## config.mk

```make
export PLATFORM = sky130hd
export DESIGN_NAME = fp_writeback_arbiter
export DESIGN_NICKNAME = d
export VERILOG_FILES = /design/src/rtl/fp_wb_pkg.sv /design/src/rtl/wb_hold_slot.sv /design/src/rtl/fp_writeback_arbiter.sv
export SDC_FILE = /design/constraint.sdc
export NUM_CORES = 1
export LEC_CHECK = 0
export CAP_MARGIN = 20
export CORE_UTILIZATION = 25
export CTS_CLUSTER_SIZE = 10
export DETAILED_ROUTE_END_ITERATION = 12
export GPL_TIMING_DRIVEN = 0
export SLEW_MARGIN = 20
export SYNTH_ARGS = -nofsm -noshare
export SYNTH_HDL_FRONTEND = slang
export SYNTH_SLANG_ARGS = --single-unit
```

## constraint.sdc

```tcl
create_clock -name clk -period 2.2 [get_ports clk]
set_input_delay 0.22 -clock clk [delete_from_list [all_inputs] [get_ports clk]]
set_output_delay 0.22 -clock clk [all_outputs]
set_load 0.005 [all_outputs]
```

## src/rtl/fp_wb_pkg.sv

```systemverilog
// Shared widths and writeback source ids for the FP register-file writeback path.
package fp_wb_pkg;

  localparam int DATA_W   = 32;
  localparam int ADDR_W   = 5;
  localparam int NUM_REGS = 32;

  typedef enum logic {
    SRC_FPU = 1'b0,
    SRC_MOV = 1'b1
  } src_e;

endpackage

```

## src/rtl/wb_hold_slot.sv

```systemverilog
// One-entry writeback holding buffer: captures reg/data on a valid/ready transfer, empties on drain.
// Latency: the entry is visible the cycle after the transfer. Backpressure: ready = ~full, from state only.
module wb_hold_slot #(
  parameter int ADDR_W = 5,
  parameter int DATA_W = 32
) (
  input  logic              clk,
  input  logic              reset,
  input  logic              in_valid,
  output logic              in_ready,
  input  logic [ADDR_W-1:0] in_reg,
  input  logic [DATA_W-1:0] in_data,
  input  logic              drain,
  output logic              full,
  output logic [ADDR_W-1:0] slot_reg,
  output logic [DATA_W-1:0] slot_data
);

  assign in_ready = ~full;

  // drain is only raised while full, and loading needs the slot empty, so the two never coincide
  always_ff @(posedge clk) begin
    if (reset) begin
      full      <= 1'b0;
      slot_reg  <= '0;
      slot_data <= '0;
    end else if (in_valid && in_ready) begin
      full      <= 1'b1;
      slot_reg  <= in_reg;
      slot_data <= in_data;
    end else if (drain) begin
      full      <= 1'b0;
    end
  end

endmodule

```

## src/rtl/fp_writeback_arbiter.sv

```systemverilog
// Round-robin arbiter sharing the FP register-file write port between the FPU and move/load paths,
// with a pending-write scoreboard and combinational RAW/WAW hazard. Latency: accept -> RF write 2 edges later.
// Backpressure: each source sees ready only while its one-entry slot is empty.
module fp_writeback_arbiter
  import fp_wb_pkg::*;
#(
  parameter int DATA_W   = fp_wb_pkg::DATA_W,
  parameter int ADDR_W   = fp_wb_pkg::ADDR_W,
  parameter int NUM_REGS = fp_wb_pkg::NUM_REGS
) (
  input  logic                clk,
  input  logic                reset,
  input  logic                issue_valid,
  input  logic [ADDR_W-1:0]   issue_reg,
  input  logic [ADDR_W-1:0]   src_a_reg,
  input  logic [ADDR_W-1:0]   src_b_reg,
  output logic                hazard,
  input  logic                fpu_valid,
  output logic                fpu_ready,
  input  logic [ADDR_W-1:0]   fpu_reg,
  input  logic [DATA_W-1:0]   fpu_data,
  input  logic                mov_valid,
  output logic                mov_ready,
  input  logic [ADDR_W-1:0]   mov_reg,
  input  logic [DATA_W-1:0]   mov_data,
  output logic                rf_write_enable,
  output logic [ADDR_W-1:0]   rf_write_reg,
  output logic [DATA_W-1:0]   rf_write_data,
  output logic [NUM_REGS-1:0] pending,
  output logic                orphan_err
);

  logic              fpu_full, mov_full;
  logic [ADDR_W-1:0] fpu_slot_reg, mov_slot_reg;
  logic [DATA_W-1:0] fpu_slot_data, mov_slot_data;
  logic              grant_fpu, grant_mov;
  src_e              last_grant;

  wb_hold_slot #(.ADDR_W(ADDR_W), .DATA_W(DATA_W)) u_fpu_slot (
    .clk       (clk),
    .reset     (reset),
    .in_valid  (fpu_valid),
    .in_ready  (fpu_ready),
    .in_reg    (fpu_reg),
    .in_data   (fpu_data),
    .drain     (grant_fpu),
    .full      (fpu_full),
    .slot_reg  (fpu_slot_reg),
    .slot_data (fpu_slot_data)
  );

  wb_hold_slot #(.ADDR_W(ADDR_W), .DATA_W(DATA_W)) u_mov_slot (
    .clk       (clk),
    .reset     (reset),
    .in_valid  (mov_valid),
    .in_ready  (mov_ready),
    .in_reg    (mov_reg),
    .in_data   (mov_data),
    .drain     (grant_mov),
    .full      (mov_full),
    .slot_reg  (mov_slot_reg),
    .slot_data (mov_slot_data)
  );

  // On a tie the source that did not win last time is granted
  always_comb begin
    grant_fpu = fpu_full && (!mov_full || last_grant == SRC_MOV);
    grant_mov = mov_full && (!fpu_full || last_grant == SRC_FPU);
  end

  always_ff @(posedge clk) begin
    if (reset) begin
      last_grant      <= SRC_MOV;
      rf_write_enable <= 1'b0;
      rf_write_reg    <= '0;
      rf_write_data   <= '0;
    end else begin
      rf_write_enable <= grant_fpu || grant_mov;
      if (grant_fpu) begin
        last_grant    <= SRC_FPU;
        rf_write_reg  <= fpu_slot_reg;
        rf_write_data <= fpu_slot_data;
      end else if (grant_mov) begin
        last_grant    <= SRC_MOV;
        rf_write_reg  <= mov_slot_reg;
        rf_write_data <= mov_slot_data;
      end
    end
  end

  assign hazard = issue_valid &&
                  (pending[src_a_reg] || pending[src_b_reg] || pending[issue_reg]);

  logic [NUM_REGS-1:0] set_mask, clr_mask;

  always_comb begin
    set_mask = '0;
    clr_mask = '0;
    if (issue_valid && !hazard) set_mask[issue_reg]    = 1'b1;
    if (rf_write_enable)        clr_mask[rf_write_reg] = 1'b1;
  end

  // A new reservation outranks the release of the same register in one cycle
  always_ff @(posedge clk) begin
    if (reset) begin
      pending    <= '0;
      orphan_err <= 1'b0;
    end else begin
      pending <= (pending & ~clr_mask) | set_mask;
      if (rf_write_enable && !pending[rf_write_reg]) orphan_err <= 1'b1;
    end
  end

endmodule

```

# After elaboration in Yosys (flattened, before gate mapping)
# Cells that the tools add are included.
[classes]
muxes = 24
bitwise = 6
order_cmp = 6
n_reduce_logical = 21
[ops]
columns = ["op", "n"]
rows = [
  ["$mux W32", 4],
  ["$and A32 B32 Y32", 1],
  ["$not A32 Y32", 1],
  ["$or A32 B32 Y32", 1],
  ["$lt A5 B6 Y1 const B", 4],
  ["$bmux W1 S5", 4],
  ["$mux W1", 12],
  ["$demux W1 S5", 2],
  ["$ge A5 B1 Y1 const B", 2],
  ["$mux W5", 2],
  ["$logic_and A1 B1 Y1", 9],
  ["$reduce_bool A2 Y1", 3],
  ["$logic_or A1 B1 Y1", 5],
  ["$logic_not A1 Y1", 4],
  ["$not A1 Y1", 3],
]
[totals]
register_bits = 148
wordCells = 69

# Longest topological paths before layout
[depth]
ltp_word = 9
ltp_mapped = 9

# Cells and area by module
# From an unflattened synthesis, not the netlist that was laid out.
[unflattened]
cells_unflattened = 944
hier_area_um2 = 8607.0
[by_module_without_submodules]
columns = ["mod", "cells_per_inst", "area_each_um2", "instances"]
rows = [
  ["fp_writeback_arbiter", 598, 4883.4, 1],
  ["wb_hold_slot", 173, 1861.8, 2],
]

# Worst setup path before layout
# Ideal clock, no wire load.
[synth_timing]
kind = "input to output"
startpoint = "in issue_reg[0]"
endpoint = "out hazard"
slack_ns = -0.076
n_path_buf = 3
t_arrival_ns = 2.056
path_stages = 8
cell_sequence = "buf_2 > clkbuf_1 > mux2_2 > a31oi_1 > nor3_1 > or3_1 > buf_6 > o21a_1"
[synth_via]
elab_chain_cells = 4
[synth_rtl]
columns = ["element", "line", "rtl"]
rows = [
  ["start: declaration", "fp_writeback_arbiter.sv:14", "input logic [ADDR_W-1:0] issue_reg,"],
  ["$bmux W1 S5", "fp_writeback_arbiter.sv:92", "(pending[src_a_reg] || pending[src_b_reg] || pending[issue_reg]);"],
  ["$mux W1 (not written as such)", "fp_writeback_arbiter.sv:92", ""],
  ["$logic_or A1 B1 Y1", "fp_writeback_arbiter.sv:92", ""],
  ["$logic_and A1 B1 Y1", "fp_writeback_arbiter.sv:91", "assign hazard = issue_valid &&"],
  ["end: declaration", "fp_writeback_arbiter.sv:17", "output logic hazard,"],
]
# No other way between the ends. The select of a mux whose other input is x is not followed.

# Worst setup path in the final report
[layout_timing]
startpoint = "reg pending[19]"
endpoint = "out hazard"
[layout_via]
elab_chain_cells = 5
elab_cells_between_ends = 9
classes_between = "mux (6); reduce/logical (3)"
[layout_rtl]
columns = ["element", "line", "rtl"]
rows = [
  ["start: declaration", "fp_writeback_arbiter.sv:29", "output logic [NUM_REGS-1:0] pending,"],
  ["start signal: assignment", "fp_writeback_arbiter.sv:109", "pending <= (pending & ~clr_mask) | set_mask;"],
  ["$bmux W1 S5", "fp_writeback_arbiter.sv:92", ""],
  ["$mux W1 (not written as such)", "fp_writeback_arbiter.sv:92", ""],
  ["$logic_or A1 B1 Y1", "fp_writeback_arbiter.sv:92", ""],
  ["$logic_or A1 B1 Y1 *", "fp_writeback_arbiter.sv:92", ""],
  ["$logic_and A1 B1 Y1 *", "fp_writeback_arbiter.sv:91", ""],
]
# Every way passes the cells marked *; elsewhere a longest branch is shown, timed or not. The select of a mux whose other input is x is not followed.

==> reports/qor.csv <==
stage;metric;value;unit
logic_synthesis;ys_ff_latch;148;
die;num_rows;61;
die;die_y;172;um
logic_synthesis;synth_area;7230;um^2
clocking;clock_sinks;148;
logic_synthesis;syn_nets;960;
worst_setup_path;rrSetupSlack;-110;ps
sta;relSlewSlack;45.2;%
hold_path;hold_class;input pin to register;
hold_path;whs_path_depth;3;
placement;placed_area;9320;um^2
global_route;track_usage;17.9;%
placement;gp_congestion;0.937;
logic_synthesis;synth_most_common_cell;nand2_1;
worst_setup_path;reg2reg_from;pending[19]$_SDFF_PP0_;
sta;final-hold-violation-count;0;
detailed_routing;drc;0;
pwr;pwr-share-clk;40.6;%
global_route;grt_pass1_vias;6935;
pwr;powerDensity;683;nW/um^2
worst_setup_path;crit_type;register to output pin;
hold_path;worst_hold_startpoint;issue_reg[2];
run;maxCapViolCount;0;
status;violations;setup timing;
logic_synthesis;yosysWarnings;0;
worst_setup_path;startpoint_type;register;
logic_synthesis;synth.yosys.seq_area_share;41.0;%
sta;maxClockFrequency;0.391;GHz
logic_synthesis;synthesis.instances;866;
die;io_pins;168;
global_route;grt_max_degree;17;
worst_setup_path;required;1980;ps
placement;portBuffers;161;
clocking;cts-htree-levels;4;
global_route;grt_pass1_wl;40.0;mm
pwr;seq_power_share;41.9;%
cells_and_area;nNetsFinal;1155;
logic_synthesis;synth.area.top_cells;dfxtp_1 (41%), nand2_1 (10%), a21oi_1 (5.7%);
logic_synthesis;syn_area_per_cell;8.35;um^2
pwr;power_switching;0.00198;W
cells_and_area;final_area;10300;um^2
logic_synthesis;netlist-cell-type-count;46;
detailed_routing;postRouteAntennaNets;0;
global_route;grt-ovfl-total;0;
sta;fin_crit_sh;116;%
clocking;path_clk_slew;70;ps
detailed_routing;totalWireLength;26.5;mm
status;status;complete, but fails checks;
cells_and_area;syn2layout_area_growth;42.1;%
cells_and_area;layout.cells.non_filler;1455;
logic_synthesis;yosysTopAreaCell;dfxtp_1;
pwr;combPwrFrac;17.5;%
sta;fin_skew;8.61;ps
logic_synthesis;netlist_top_cells_count;nand2_1 (198), dfxtp_1 (148), a21oi_1 (82);
clocking;clockBufferDepth;2;
die;start_util;25.7;%
sta;tns;-467;ps
worst_setup_path;ff2ff_path_depth;8;
logic_synthesis;async_flop_share;0;%
die;fp.dieW;172;um
pwr;internal-power;0.00503;W
die;core_area;28100;um^2
worst_setup_path;critical_path.max_fanout;2;
sta;slew_viol_final;0;
detailed_routing;drtPass1Iterations;5;
clocking;cts_made_buffers;17;
worst_setup_path;worstSetupEndpointType;output pin;
detailed_routing;wl_per_cell;18.2;um
worst_setup_path;critical_path_arrival;2330;ps
pwr;p_leak;3.83;nW
sta;rsz0062_at_grt;yes;
logic_synthesis;synthFlopType;dfxtp_1;
detailed_routing;via_per_inst;5.04;
die;dieArea;29600;um^2
sta;max_slew.worst_pin.slew;823;ps
clocking;clk_latency;430;ps
detailed_routing;drt_iter0_markers;578;
placement;dp.cells;1405;
logic_synthesis;synth_top_area_share;41.0;%
logic_synthesis;synth_edf_count;0;
worst_setup_path;r2r-end;pending[0]$_SDFF_PP0_;
pwr;peakVddDrop;0.000545;V
detailed_routing;vias;7328;
hold_path;holdPathEnd;pending[20]$_SDFF_PP0_;
sta;post-route-min-period;2550;ps
cells_and_area;layout-drive-gt1-share;13.6;%
placement;post-dp-hpwl;19.3;mm
pwr;finalPower;0.00701;W
sta;setup_slack;-354;ps
clocking;cts_root_buf;clkbuf_16;
global_route;antenna_found_initial;4;
placement;pre_cts_slack;-1100;ps
pwr;swShare;28.2;%
sta;setup_viol;3;
clocking;cts_tree;done;
-- how the worst max path moves through the flow --
stage | start | end | slack [ps] | cells after the start
global placement | issue_reg[3] | hazard | -1150 | 10
global route | pending[19]$_SDFF_PP0_ | hazard | -410 | 7
detailed placement | issue_reg[3] | hazard | -1100 | 10
finish | pending[19]$_SDFF_PP0_ | hazard | -350 | 7
floorplan | issue_reg[0] | hazard | 30 | 8
CTS | pending[19]$_SDFF_PP0_ | hazard | -520 | 8
-- routing by layer --
metal / vias up / track usage (%) / share of wire (%) / wire, um
li1: 3494 / - / - / -
met1: 3451 / 23.0 / 43 / 11300
met2: 344 / 28.5 / 46 / 12100
met3: 37 / 5.86 / 9.9 / 2630
met4: 2 / 5.00 / 1.6 / 431
met5: - / 0 / 0.042 / 11
-- timing repair --
action | in CTS | in global routing
hold buffers | 0 | 0
buffers inserted | 11 | 9
pin swaps | 11 | 7
endpoints found under the setup margin | 81 | 48
gates cloned | 0 | 1
gates resized for setup | 39 | 54
-- kinds of logic after synthesis --
logic type / Yosys count / synth area share, %
simple gates: 375 / 24.2
compound gates: 188 / 17.3
mux: 79 / 13.3
flops: 148 / 41.0
buf+inv: 76 / 4.26
-- power by group through the flow --
stage	clock network (W)	logic (W)	registers, W
final	0.00285	0.00123	0.00294
after global routing	0.00301	0.00133	0.00295
after CTS	0.00288	0.00119	0.00294
after detailed placement	0	0.00115	0.00300
after global placement	0	0.00114	0.00300
after floorplan	0	0.000616	0.00297
-- stage by stage --
| step | hold WS (ps) | utilization (%) |
|---|---|---|
| 2_1_floorplan | 356 | - |
| 3_3_place_gp | 444 | 33.2 |
| 3_5_place_dp | 449 | 33.2 |
| 4_1_cts | 326 | 35.8 |
| 5_1_grt | 311 | 36.5 |
| 6_report | 317 | 36.6 |
-- layout make-up --
type / count / area (um^2)
diodes: 3 / 7.51
plain buffers: 72 / 347
clock buffers: 19 / 453
clock inverters: 13 / 125
fillers: 2957 / 17800
inverters: 3 / 11.3
multi-input cells: 642 / 4090
flip-flops and latches: 148 / 3000
well taps: 378 / 473
repair buffers: 177 / 1770
-- cells in the final DEF (no fill, tap or decap), types with 12 or more instances in the layout --
master | netlist | routed
nor2_1 | 52 | 52
o21ai_0 | 19 | 19
o41ai_2 | 8 | 12
nor2b_1 | 24 | 23
clkbuf_16 | 0 | 18
nor3_1 | 29 | 29
nand2_1 | 198 | 198
nand3b_1 | 22 | 22
clkdlybuf4s50_1 | 0 | 157
buf_4 | 0 | 17
clkbuf_1 | 55 | 42
o22ai_1 | 26 | 26
mux2i_1 | 41 | 41
o41ai_1 | 24 | 16
dfxtp_1 | 148 | 138
a21oi_1 | 82 | 82
mux2_2 | 27 | 26
-- worst max-delay path, stage by stage (launching register included) --
cell,delay [ps]
dfxtp_4,350
mux4_2,460
mux2_4,290
nand3b_4,90
nand3_4,70
or3_4,330
o21a_1,170
buf_2,130
No activity file was read; power rests on OpenSTA's default activity.
